==> src/rtl/cover_toggle_pkg.sv <==
// Shared definitions for the toggle-coverage detector: count-width helper,
// width limit and the coverage-mode enumeration used for reporting.
package cover_toggle_pkg;

  localparam int MAX_WIDTH = 64;

  typedef enum logic {
    DIR_BOTH,
    DIR_SINGLE
  } cover_mode_e;

  function automatic int cnt_width(input int w);
    return $clog2(w + 1);
  endfunction

endpackage

==> src/rtl/cover_toggle_bit.sv <==
// One monitored bit: edge history, sticky coverage and newly-covered strobe.
// Macro COVER_TOGGLE_SINGLE_DIR_EN lets a single edge direction complete coverage.
module cover_toggle_bit
  import cover_toggle_pkg::*;
(
  input  logic clock,
  input  logic reset,
  input  logic sig,
  input  logic detect,
  input  logic clear,
  output logic newly,
  output logic covered
);

  logic prev;
  logic rise_seen;
  logic fall_seen;
  logic rise_next;
  logic fall_next;
  logic complete;

  always_comb begin
    rise_next = rise_seen | (detect & sig & ~prev);
    fall_next = fall_seen | (detect & ~sig & prev);
`ifdef COVER_TOGGLE_SINGLE_DIR_EN
    complete  = rise_next | fall_next;
`else
    complete  = rise_next & fall_next;
`endif
    newly     = complete & ~covered;
  end

  // prev tracks sig unconditionally so re-enabling never sees a stale edge
  always_ff @(posedge clock or negedge reset) begin
    if (!reset) begin
      prev      <= 1'b0;
      rise_seen <= 1'b0;
      fall_seen <= 1'b0;
      covered   <= 1'b0;
    end else begin
      prev <= sig;
      if (clear) begin
        rise_seen <= 1'b0;
        fall_seen <= 1'b0;
        covered   <= 1'b0;
      end else begin
        rise_seen <= rise_next;
        fall_seen <= fall_next;
        covered   <= covered | newly;
      end
    end
  end

endmodule

==> src/rtl/cover_toggle_detector.sv <==
// Toggle-coverage detector: one-shot valid pulse per bit on first full toggle,
// plus sticky bitmap and popcount. Macro COVER_TOGGLE_SINGLE_DIR_EN: either edge covers.
module cover_toggle_detector
  import cover_toggle_pkg::*;
#(
  parameter int WIDTH = 5,
  parameter int CNT_W = cnt_width(WIDTH)
) (
  input  logic             clock,
  input  logic             reset,
  input  logic [WIDTH-1:0] sig,
  input  logic             enable,
  input  logic             clear,
  output logic [WIDTH-1:0] valid,
  output logic [WIDTH-1:0] covered,
  output logic [CNT_W-1:0] covered_count,
  output logic             all_covered
);

  logic             primed;
  logic             detect;
  logic [WIDTH-1:0] newly;
  logic [WIDTH-1:0] covered_next;

  function automatic logic [CNT_W-1:0] popcount(input logic [WIDTH-1:0] v);
    logic [CNT_W-1:0] c;
    c = '0;
    for (int i = 0; i < WIDTH; i++) c = c + CNT_W'(v[i]);
    return c;
  endfunction

  // the first sample after reset/clear only loads prev, it never counts as an edge
  assign detect = primed & enable;

  for (genvar i = 0; i < WIDTH; i++) begin : g_bit
    cover_toggle_bit u_bit (
      .clock   (clock),
      .reset   (reset),
      .sig     (sig[i]),
      .detect  (detect),
      .clear   (clear),
      .newly   (newly[i]),
      .covered (covered[i])
    );
  end

  assign covered_next = clear ? '0 : (covered | newly);

  // count and all_covered are derived from the same next value as covered
  always_ff @(posedge clock or negedge reset) begin
    if (!reset) begin
      primed        <= 1'b0;
      valid         <= '0;
      covered_count <= '0;
      all_covered   <= 1'b0;
    end else begin
      primed        <= ~clear;
      valid         <= clear ? '0 : newly;
      covered_count <= popcount(covered_next);
      all_covered   <= &covered_next;
    end
  end

endmodule

==> config.mk <==
export PLATFORM = sky130hd
export DESIGN_NAME = cover_toggle_detector
export DESIGN_NICKNAME = d
export VERILOG_FILES = /design/src/rtl/cover_toggle_pkg.sv /design/src/rtl/cover_toggle_bit.sv /design/src/rtl/cover_toggle_detector.sv
export SDC_FILE = /design/constraint.sdc
export NUM_CORES = 1
export LEC_CHECK = 0
export ABC_AREA = 1
export CAP_MARGIN = 15
export CELL_PAD_IN_SITES_DETAIL_PLACEMENT = 1
export CELL_PAD_IN_SITES_GLOBAL_PLACEMENT = 1
export CORE_AREA = 5 5 85 71
export DETAILED_ROUTE_END_ITERATION = 16
export DIE_AREA = 0 0 90 76
export GPL_ROUTABILITY_DRIVEN = 0
export PLACE_DENSITY_LB_ADDON = 0.1
export SETUP_SLACK_MARGIN = 0.2
export SYNTH_ARGS = -nofsm -noshare
export SYNTH_HDL_FRONTEND = slang
export SYNTH_SLANG_ARGS = --single-unit
==> constraint.sdc <==
create_clock -name clock -period 2.55 [get_ports clock]
set_clock_uncertainty 0.05 [all_clocks]
set_input_delay 0.51 -clock clock [delete_from_list [all_inputs] [get_ports clock]]
set_output_delay 0.51 -clock clock [all_outputs]
set_load 0.02 [all_outputs]
==> results.py, run 1 <==
metrics = {
    "clock_tree": {
        "cts.path.max_buffers": 2,
        "cts_tree": "built",
        "clock-sinks": 30,
        "cts_max_level": 2,
        "clock_tree.root_cell": "clkbuf_8",
        "cts_inserted_buffers": 5,
        "cts_hold_buf": 0,
        "worst_skew_pair.late_latency_ps": 280,
        "clk_pin_slew_ps": 70,
    },
    "pwr": {
        "leakagePower_nw": 0.908,
        "powerDensity_nw_per_um2": 593,
        "peakVddDrop_v": 0.000304,
        "total_power_mw": 1.06,
    },
    "critical_path": {
        "worstRegToRegCells": 8,
        "regToRegEndpoint": "covered_count[1]$_DFF_PN0_",
        "arrival_ps": 2350,
        "r2r-start": "primed$_DFF_PN0_",
        "rrSetupSlack_ps": 320,
        "start_kind": "primary input",
        "crit_type": "primary input to flop",
        "crit_path_start": "sig[1]",
        "crit_path_end_kind": "flop",
        "cp_max_fo": 3,
        "cp.required_ps": 2670,
    },
    "synth": {
        "synth_area_leader_cell": "dfrtp_1",
        "ys_seq_elements": 30,
        "synthDistinctLibCells": 24,
        "synth.top_cell.area_share_pct": 61.6,
        "synth_edf_count": 0,
        "synth_nets": 125,
        "netlist_instances": 112,
        "synthTopCellsByArea": "dfrtp_1 (62%), inv_1 (4.9%), nand2_1 (4.3%)",
        "async_reset_ff_share_pct": 100,
        "syn-cell-area_um2": 1220,
        "avgSynthCellArea_um2": 10.9,
        "ys_warn_count": 0,
        "synth-seq-area-share_pct": 61.6,
        "synth_flop_cell": "dfrtp_1",
    },
    "routing": {
        "vias": 871,
        "drc": 0,
        "drt_wl_total_um": 2700,
        "ant_nets": 0,
        "drt_pass1_iterations": 2,
        "drt_iter0_markers": 16,
        "vias_per_cell": 3.91,
        "wl_per_cell_um": 12.1,
    },
    "finish": {
        "final_nets": 170,
        "n_antenna_cell": 0,
        "drive_gt1_share_pct": 36.7,
        "nFillCells": 596,
        "area_growth_pct": 46.7,
        "fin_cells": 223,
        "final_cell_mix": "dfrtp_1 (30), buf_4 (22), clkdlybuf4s50_1 (17)",
        "mostFrequentLayoutCell": "dfrtp_1",
    },
    "timing": {
        "worst_pin_slew_ps": 397,
        "tns_ps": 0,
        "hold_violations": 0,
        "maxClockFrequency_ghz": 0.447,
        "slew_viol_final": 0,
        "rsz0062_at_grt": "false",
        "setup_viol": 0,
        "post-route-period-util_pct": 87.6,
        "period_needed_ps": 2230,
        "relSlewSlack_pct": 73.6,
    },
    "min_path": {
        "min_from": "g_bit[2].u_bit.covered$_DFF_PN0_",
        "holdPathStages": 1,
        "whs_endpoint": "valid[2]$_DFF_PN0_",
        "min_path_type": "flop to flop",
    },
    "global_routing": {
        "grt_max_degree": 31,
        "grt-ovfl-total": 0,
        "track_usage_pct": 8.63,
        "antenna_found_initial": 0,
        "grt_pass1_wl_um": 4550,
        "grt_pass1_vias": 941,
    },
    "run": {
        "maxCapViolations": 0,
    },
    "place": {
        "hpwl_um": 1940,
        "dp.cells": 208,
        "port_buffers": 22,
    },
    "floorplan": {
        "rows": 24,
        "die_area_um2": 6840,
        "dieHeight_um": 76,
        "core_um2": 5190,
        "io_pins": 23,
        "initial_core_util_pct": 23.5,
        "die_w_um": 90,
    },
    "outcome": {
        "status": "finished, final reports clean",
    },
}
## per-stage QoR
stage / hold WS, ps / cell area, µm² / util (%) / setup WS, ps
floorplan: 164 / 1220 / - / 212
global placement: 402 / 1590 / 30.6 / -369
detailed placement: 405 / 1590 / 30.6 / -388
CTS: 417 / 1780 / 34.2 / 202
global route: 433 / 1790 / 34.4 / 209
finish: 414 / 1790 / 34.4 / 315
## report_power, final
part	internal, mW	switching (mW)	total (mW)	leakage (nW)
registers	0.489	0.00619	0.495	0.402
clock network	0.287	0.185	0.472	0.0579
logic	0.0436	0.0496	0.0933	0.448
## synthesized netlist by cell type, types with 2 or more instances
| library cell | n |
|---|---|
| a21oi_1 | 4 |
| buf_4 | 5 |
| dfrtp_1 | 30 |
| fa_1 | 2 |
| ha_1 | 2 |
| inv_1 | 16 |
| nand2_1 | 14 |
| nand2_2 | 7 |
| nand3_1 | 3 |
| nor2_1 | 11 |
| nor2_2 | 3 |
| o21ai_2 | 2 |
| o21bai_2 | 2 |
## registers in the layout, summed over array words and instances (netlist names)
name and flops:
all_covered 1, covered_count 3, g_bit.u_bit.covered 5, g_bit.u_bit.fall_seen 5, g_bit.u_bit.prev 5, g_bit.u_bit.rise_seen 5
primed 1, valid 5
## what timing repair did
item,CTS,global route
buffers inserted,7,0
pin swaps,7,0
endpoints found under the setup margin,3,2
resized for setup,14,4
## cells by family after synthesis
family                   share of synthesized area [%]
AND/OR/NAND/NOR                                   17.1
AO/OA/AOI/OAI                                     6.57
adder cells (fa/ha/maj)                           5.34
buffers and inverters                             9.34
flip-flops                                        61.6
## worst max-delay path, stage by stage
cell and delay, ps:
dlygate4sd2_1 230, inv_2 60, nor2_1 140, a21oi_2 70, nor2_2 170, nand2b_4 80
nand2_4 70, fa_1 410, fa_2 340, ha_1 270
## metal layers
metal  vias to the layer above  GRT usage [%]  share of wire [%]
met5                         -              0                  0
met4                         0           4.46                2.0
met3                         7           3.46                3.8
met2                        15           13.4                 48
met1                       426           10.3                 46
li1                        423              -                  -
## worst max-delay path by stage
stage	cells after the start	endpoint	slack, ps
4_1_cts	9	covered_count[1]$_DFF_PN0_	200
3_3_place_gp	8	covered_count[1]$_DFF_PN0_	-370
2_1_floorplan	9	covered_count[1]$_DFF_PN0_	210
3_5_place_dp	9	covered_count[1]$_DFF_PN0_	-390
6_report	10	covered_count[1]$_DFF_PN0_	320
5_1_grt	8	covered_count[1]$_DFF_PN0_	210
## cell type report
cell class	count	area, µm²	area share, %
Clock buffer	5	68.8	3.85
Clock inverter	3	40.0	2.24
Inverter	18	73.8	4.13
Multi-Input combinational cell	58	398	22.3
Sequential cell	30	751	42.0
Tap cell	65	81.3	4.55
Timing Repair Buffer	44	375	21.0
No activity file was read; power rests on OpenSTA's default activity.
==> run 2, diff against run 1 <==
--- a/config.mk
+++ b/config.mk
@@ -9,9 +9,9 @@
 export CAP_MARGIN = 15
 export CELL_PAD_IN_SITES_DETAIL_PLACEMENT = 1
 export CELL_PAD_IN_SITES_GLOBAL_PLACEMENT = 1
-export CORE_AREA = 5 5 85 71
+export CORE_AREA = 4 4 84 70
 export DETAILED_ROUTE_END_ITERATION = 16
-export DIE_AREA = 0 0 90 76
+export DIE_AREA = 0 0 88 74
 export GPL_ROUTABILITY_DRIVEN = 0
 export PLACE_DENSITY_LB_ADDON = 0.1
 export SETUP_SLACK_MARGIN = 0.2
==> constraint.sdc (replaced) <==
create_clock -name clock -period 2.55 [get_ports clock]
set_clock_uncertainty 0.05 [all_clocks]
set_input_delay 0.51 -clock clock [delete_from_list [all_inputs] [get_ports clock]]
set_output_delay 0.51 -clock clock [all_outputs]
set_load 0.01 [all_outputs]
==> run 2 against run 1 <==
Effect of this change:
- hold slack got worse by 10 ps
- sequential share of layout area up 0.24 points
- first-iteration DRC count grew 130%
- final area down 0.56%
- largest cell class unchanged
==> results.py, run 2 (synthesized netlist as in run 1, its figures left out) <==
metrics = {
    "critical_path": {
        "cp_slowest_cell": "fa_1",
        "slowest_delay_ps": 500,
        "r2r-start": "primed$_DFF_PN0_",
        "cp.required_ps": 2720,
        "regToRegEndpoint": "covered_count[1]$_DFF_PN0_",
        "cp-endpoint": "covered_count[1]$_DFF_PN0_",
        "cp_num_cells": 11,
        "rrSetupSlack_ps": 370,
        "worstRegToRegCells": 10,
        "crit_type": "primary input to flop",
        "start_kind": "primary input",
        "crit_family": "adder cells",
        "arrival_ps": 2430,
        "cp_max_fo": 5,
        "crit_chain": "dlygate4sd2_1, nand2_4, inv_6, nand2_2, o21bai_2, and2_4, nand2_2, nand2_2, fa_1, fa_2, ha_4",
        "crit_path_end_kind": "flop",
        "cp.buffers_inverters": 2,
        "crit_top_cell": "nand2_2",
        "crit_path_start": "enable",
    },
    "pwr": {
        "leakagePower_nw": 0.890,
        "peakVddDrop_v": 0.000346,
        "powerDensity_nw_per_um2": 581,
    },
    "routing": {
        "wl_per_cell_um": 12.5,
        "vias": 853,
        "drt_wl_total_um": 2710,
        "drt_iter0_markers": 37,
        "drc": 0,
        "vias_per_cell": 3.93,
        "drt_pass1_iterations": 4,
        "ant_nets": 0,
    },
    "finish": {
        "n_antenna_cell": 0,
        "postLayoutCellArea_um2": 1780,
        "drive_gt1_share_pct": 34.2,
        "final_cell_mix": "dfrtp_1 (30), buf_4 (19), clkdlybuf4s50_1 (17)",
        "final_nets": 167,
        "area_growth_pct": 45.9,
        "mostFrequentLayoutCell": "dfrtp_1",
    },
    "timing": {
        "period_needed_ps": 2260,
        "worst_pin_slew_ps": 402,
        "slew_viol_final": 0,
        "rsz0062_at_grt": "false",
        "post-route-period-util_pct": 88.8,
        "hold_violations": 0,
        "setup_ws_ps": 286,
        "relSlewSlack_pct": 73.2,
        "maxClockFrequency_ghz": 0.442,
        "setup_viol": 0,
    },
    "clock_tree": {
        "cts.path.max_buffers": 2,
        "cts_hold_buf": 0,
        "worst_skew_pair.late_latency_ps": 280,
        "clock_tree.root_cell": "clkbuf_8",
        "cts_tree": "built",
        "clock-sinks": 30,
        "clk_pin_slew_ps": 60,
        "cts_max_level": 2,
        "cts_inserted_buffers": 5,
    },
    "outcome": {
        "status": "finished, final reports clean",
    },
    "floorplan": {
        "io_pins": 23,
        "dieHeight_um": 74,
        "initial_core_util_pct": 24.5,
        "die_area_um2": 6510,
        "die_w_um": 88,
        "core_um2": 4980,
        "rows": 23,
    },
    "place": {
        "detailed_place.area_um2": 1570,
        "port_buffers": 22,
        "post-place-ws_ps": -427,
        "hpwl_um": 1990,
    },
    "run": {
        "maxCapViolations": 0,
    },
    "global_routing": {
        "grt_max_degree": 31,
        "antenna_found_initial": 0,
        "track_usage_pct": 9.88,
        "grt_pass1_wl_um": 4730,
        "grt_pass1_vias": 982,
        "grt-ovfl-total": 0,
    },
    "min_path": {
        "min_path_type": "flop to flop",
    },
}
[run 2: worst min path at each step]
stage | from | to | slack (ps) | cells after the start
after floorplan | reset | all_covered$_DFF_PN0_ | 160 | 0
after global placement | g_bit[4].u_bit.covered$_DFF_PN0_ | valid[4]$_DFF_PN0_ | 400 | 1
after detailed placement | g_bit[0].u_bit.covered$_DFF_PN0_ | valid[0]$_DFF_PN0_ | 400 | 1
after CTS | g_bit[2].u_bit.covered$_DFF_PN0_ | valid[2]$_DFF_PN0_ | 410 | 1
after global routing | g_bit[2].u_bit.covered$_DFF_PN0_ | valid[2]$_DFF_PN0_ | 440 | 1
final | g_bit[4].u_bit.covered$_DFF_PN0_ | valid[4]$_DFF_PN0_ | 400 | 1
[run 2: through the flow]
stage	utilization, %	setup TNS, ps	power [mW]	hold slack (ps)	cells
6_report	35.7	0	1.03	404	217
5_1_grt	35.7	0	1.09	435	217
4_1_cts	35.3	0	1.05	414	217
3_5_place_dp	31.6	-976	0.587	402	203
3_3_place_gp	31.6	-777	0.584	398	203
2_1_floorplan	-	0	0.538	164	112
[run 2: repair_timing]
item	CTS	global route
setup buffers	6	0
endpoints found under the setup margin	3	1
gates cloned	0	0
endpoints found under the hold margin	0	0
pin swaps	5	3
gates resized for setup	13	2
[run 2: cell type report]
cell class / count / area (µm²)
Multi-Input combinational cell: 58 / 409
Timing Repair Buffer: 41 / 357
Clock buffer: 8 / 110
Sequential cell: 30 / 751
Tap cell: 62 / 77.6
Fill cell: 549 / 3200
Inverter: 18 / 73.8
[run 2: where the power goes]
part | internal, mW | switching, mW | total (mW)
Sequential | 0.489 | 0.00620 | 0.495
Combinational | 0.0410 | 0.0469 | 0.0879
Clock | 0.272 | 0.177 | 0.449
Total | 0.803 | 0.230 | 1.03
[run 2: layer usage]
layer	GRT usage, %	up-vias	part of all wire, %
li1	-	414	-
met1	11.9	418	42
met2	16.3	15	50
met3	3.10	6	5.1
met4	4.60	0	2.1
met5	0	-	0
==> run 3, diff against run 2 <==
--- a/config.mk
+++ b/config.mk
@@ -9,9 +9,9 @@
 export CAP_MARGIN = 15
 export CELL_PAD_IN_SITES_DETAIL_PLACEMENT = 1
 export CELL_PAD_IN_SITES_GLOBAL_PLACEMENT = 1
-export CORE_AREA = 4 4 84 70
+export CORE_AREA = 2 2 82 68
 export DETAILED_ROUTE_END_ITERATION = 16
-export DIE_AREA = 0 0 88 74
+export DIE_AREA = 0 0 84 70
 export GPL_ROUTABILITY_DRIVEN = 0
 export PLACE_DENSITY_LB_ADDON = 0.1
 export SETUP_SLACK_MARGIN = 0.2
==> run 3 against run 2 <==
Effect of this change:
- clock-buffer cell count is 1 lower
- maximum frequency up 0.50%
- wire length up 1.1%
- sequential power about the same
- clock power decreased by 21%
- flip-flop and latch count stayed put
- via count grew 0.70%
- global-route usage increased by 0.52 points
- critical path type unchanged
==> results.py, run 3 (synthesized netlist as in run 1, its figures left out) <==
metrics = {
    "outcome": {
        "status": "finished, final reports clean",
    },
    "critical_path": {
        "worstRegToRegCells": 10,
        "rrSetupSlack_ps": 390,
        "regToRegEndpoint": "covered_count[1]$_DFF_PN0_",
        "start_kind": "primary input",
        "cp.required_ps": 2720,
        "crit_path_end_kind": "flop",
        "r2r-start": "primed$_DFF_PN0_",
        "arrival_ps": 2420,
        "cp_max_fo": 5,
        "crit_type": "primary input to flop",
    },
    "clock_tree": {
        "cts_hold_buf": 0,
        "cts.path.max_buffers": 2,
        "cts_inserted_buffers": 5,
        "worst_skew_pair.late_latency_ps": 270,
        "cts_tree": "built",
        "cts_max_level": 2,
        "clock_tree.root_cell": "clkbuf_8",
        "clk_pin_slew_ps": 60,
        "clock-sinks": 30,
    },
    "run": {
        "maxCapViolations": 0,
    },
    "global_routing": {
        "track_usage_pct": 10.4,
        "grt_max_degree": 31,
        "grt_pass1_vias": 986,
        "antenna_found_initial": 0,
        "grt_pass1_wl_um": 4630,
        "grt-ovfl-total": 0,
    },
    "routing": {
        "drt_pass1_iterations": 2,
        "wl_per_cell_um": 12.5,
        "vias_per_cell": 3.90,
        "drt_iter0_markers": 21,
        "drc": 0,
        "vias": 859,
        "ant_nets": 0,
        "drt_wl_total_um": 2740,
    },
    "min_path": {
        "min_from": "g_bit[3].u_bit.covered$_DFF_PN0_",
        "holdPathStages": 1,
        "min_path_type": "flop to flop",
        "whs_endpoint": "valid[3]$_DFF_PN0_",
    },
    "timing": {
        "setup_viol": 0,
        "rsz0062_at_grt": "false",
        "hold_violations": 0,
        "slew_viol_final": 0,
        "relSlewSlack_pct": 73.5,
        "post-route-period-util_pct": 88.3,
        "period_needed_ps": 2250,
        "maxClockFrequency_ghz": 0.444,
        "worst_pin_slew_ps": 398,
    },
    "finish": {
        "drive_gt1_share_pct": 34.8,
        "n_antenna_cell": 0,
        "final_core_util_pct": 34.2,
        "final_cell_mix": "dfrtp_1 (30), buf_4 (20), clkdlybuf4s50_1 (17)",
        "area_growth_pct": 45.6,
        "mostFrequentLayoutCell": "dfrtp_1",
        "final_nets": 168,
        "nFillCells": 587,
    },
    "floorplan": {
        "initial_core_util_pct": 23.5,
        "io_pins": 23,
        "core_um2": 5190,
        "rows": 24,
        "dieHeight_um": 70,
        "die_w_um": 84,
        "die_area_um2": 5880,
    },
    "place": {
        "hpwl_um": 1880,
        "port_buffers": 22,
    },
    "pwr": {
        "leakagePower_nw": 0.879,
        "powerDensity_nw_per_um2": 531,
        "total_power_mw": 0.942,
        "peakVddDrop_v": 0.000174,
    },
}
-- run 3: repair_timing --
action / in CTS / in global routing
pin swaps: 8 / 4
resized for setup: 15 / 5
buffers inserted: 7 / 0
setup endpoints to repair: 3 / 2
-- run 3: report_power, final --
group / leakage [nW] / internal [mW] / switching, mW / total (mW)
registers: 0.402 / 0.489 / 0.00680 / 0.496
clock network: 0.0383 / 0.187 / 0.165 / 0.353
logic: 0.439 / 0.0435 / 0.0491 / 0.0926
total: 0.879 / 0.720 / 0.221 / 0.942
-- run 3: final cells by class --
cell class	instances	area (µm²)	share of cell area [%]
tap	65	81.3	4.58
multi-input combinational	58	428	24.1
sequential	30	751	42.3
timing repair buffer	42	364	20.5
inverter	18	73.8	4.16
clock buffer	7	76.3	4.30
-- run 3: worst max-delay path by stage --
| stage | slack, ps | to | start |
|---|---|---|---|
| floorplan | 210 | covered_count[1]$_DFF_PN0_ | enable |
| global placement | -370 | covered_count[1]$_DFF_PN0_ | enable |
| detailed placement | -410 | covered_count[1]$_DFF_PN0_ | enable |
| CTS | 210 | covered_count[1]$_DFF_PN0_ | enable |
| global route | 200 | covered_count[1]$_DFF_PN0_ | enable |
| finish | 300 | covered_count[1]$_DFF_PN0_ | enable |
-- run 3: critical path, stage by stage --
cell and delay, ps:
dlygate4sd2_1 250, nand2_4 90, inv_6 50, nand2_2 50, o21bai_2 50, and2_4 140, nand2_2 60, nand2_2 60
fa_1 490, fa_2 380, ha_4 280
-- run 3: routing by layer --
metal	up-vias	global-route usage, %	routed length, µm
met5	-	0	0
met4	0	5.20	38
met3	5	3.55	109
met2	13	16.8	1340
met1	424	12.4	1250
li1	417	-	-
-- run 3: per-stage QoR --
| stage | TNS [ps] | hold slack, ps | setup slack, ps | instances | area (µm²) |
|---|---|---|---|---|---|
| 2_1_floorplan | 0 | 164 | 212 | 112 | 1220 |
| 3_3_place_gp | -850 | 398 | -366 | 206 | 1580 |
| 3_5_place_dp | -945 | 397 | -413 | 206 | 1580 |
| 4_1_cts | 0 | 406 | 207 | 220 | 1730 |
| 5_1_grt | 0 | 435 | 199 | 220 | 1770 |
| 6_report | 0 | 407 | 298 | 220 | 1770 |
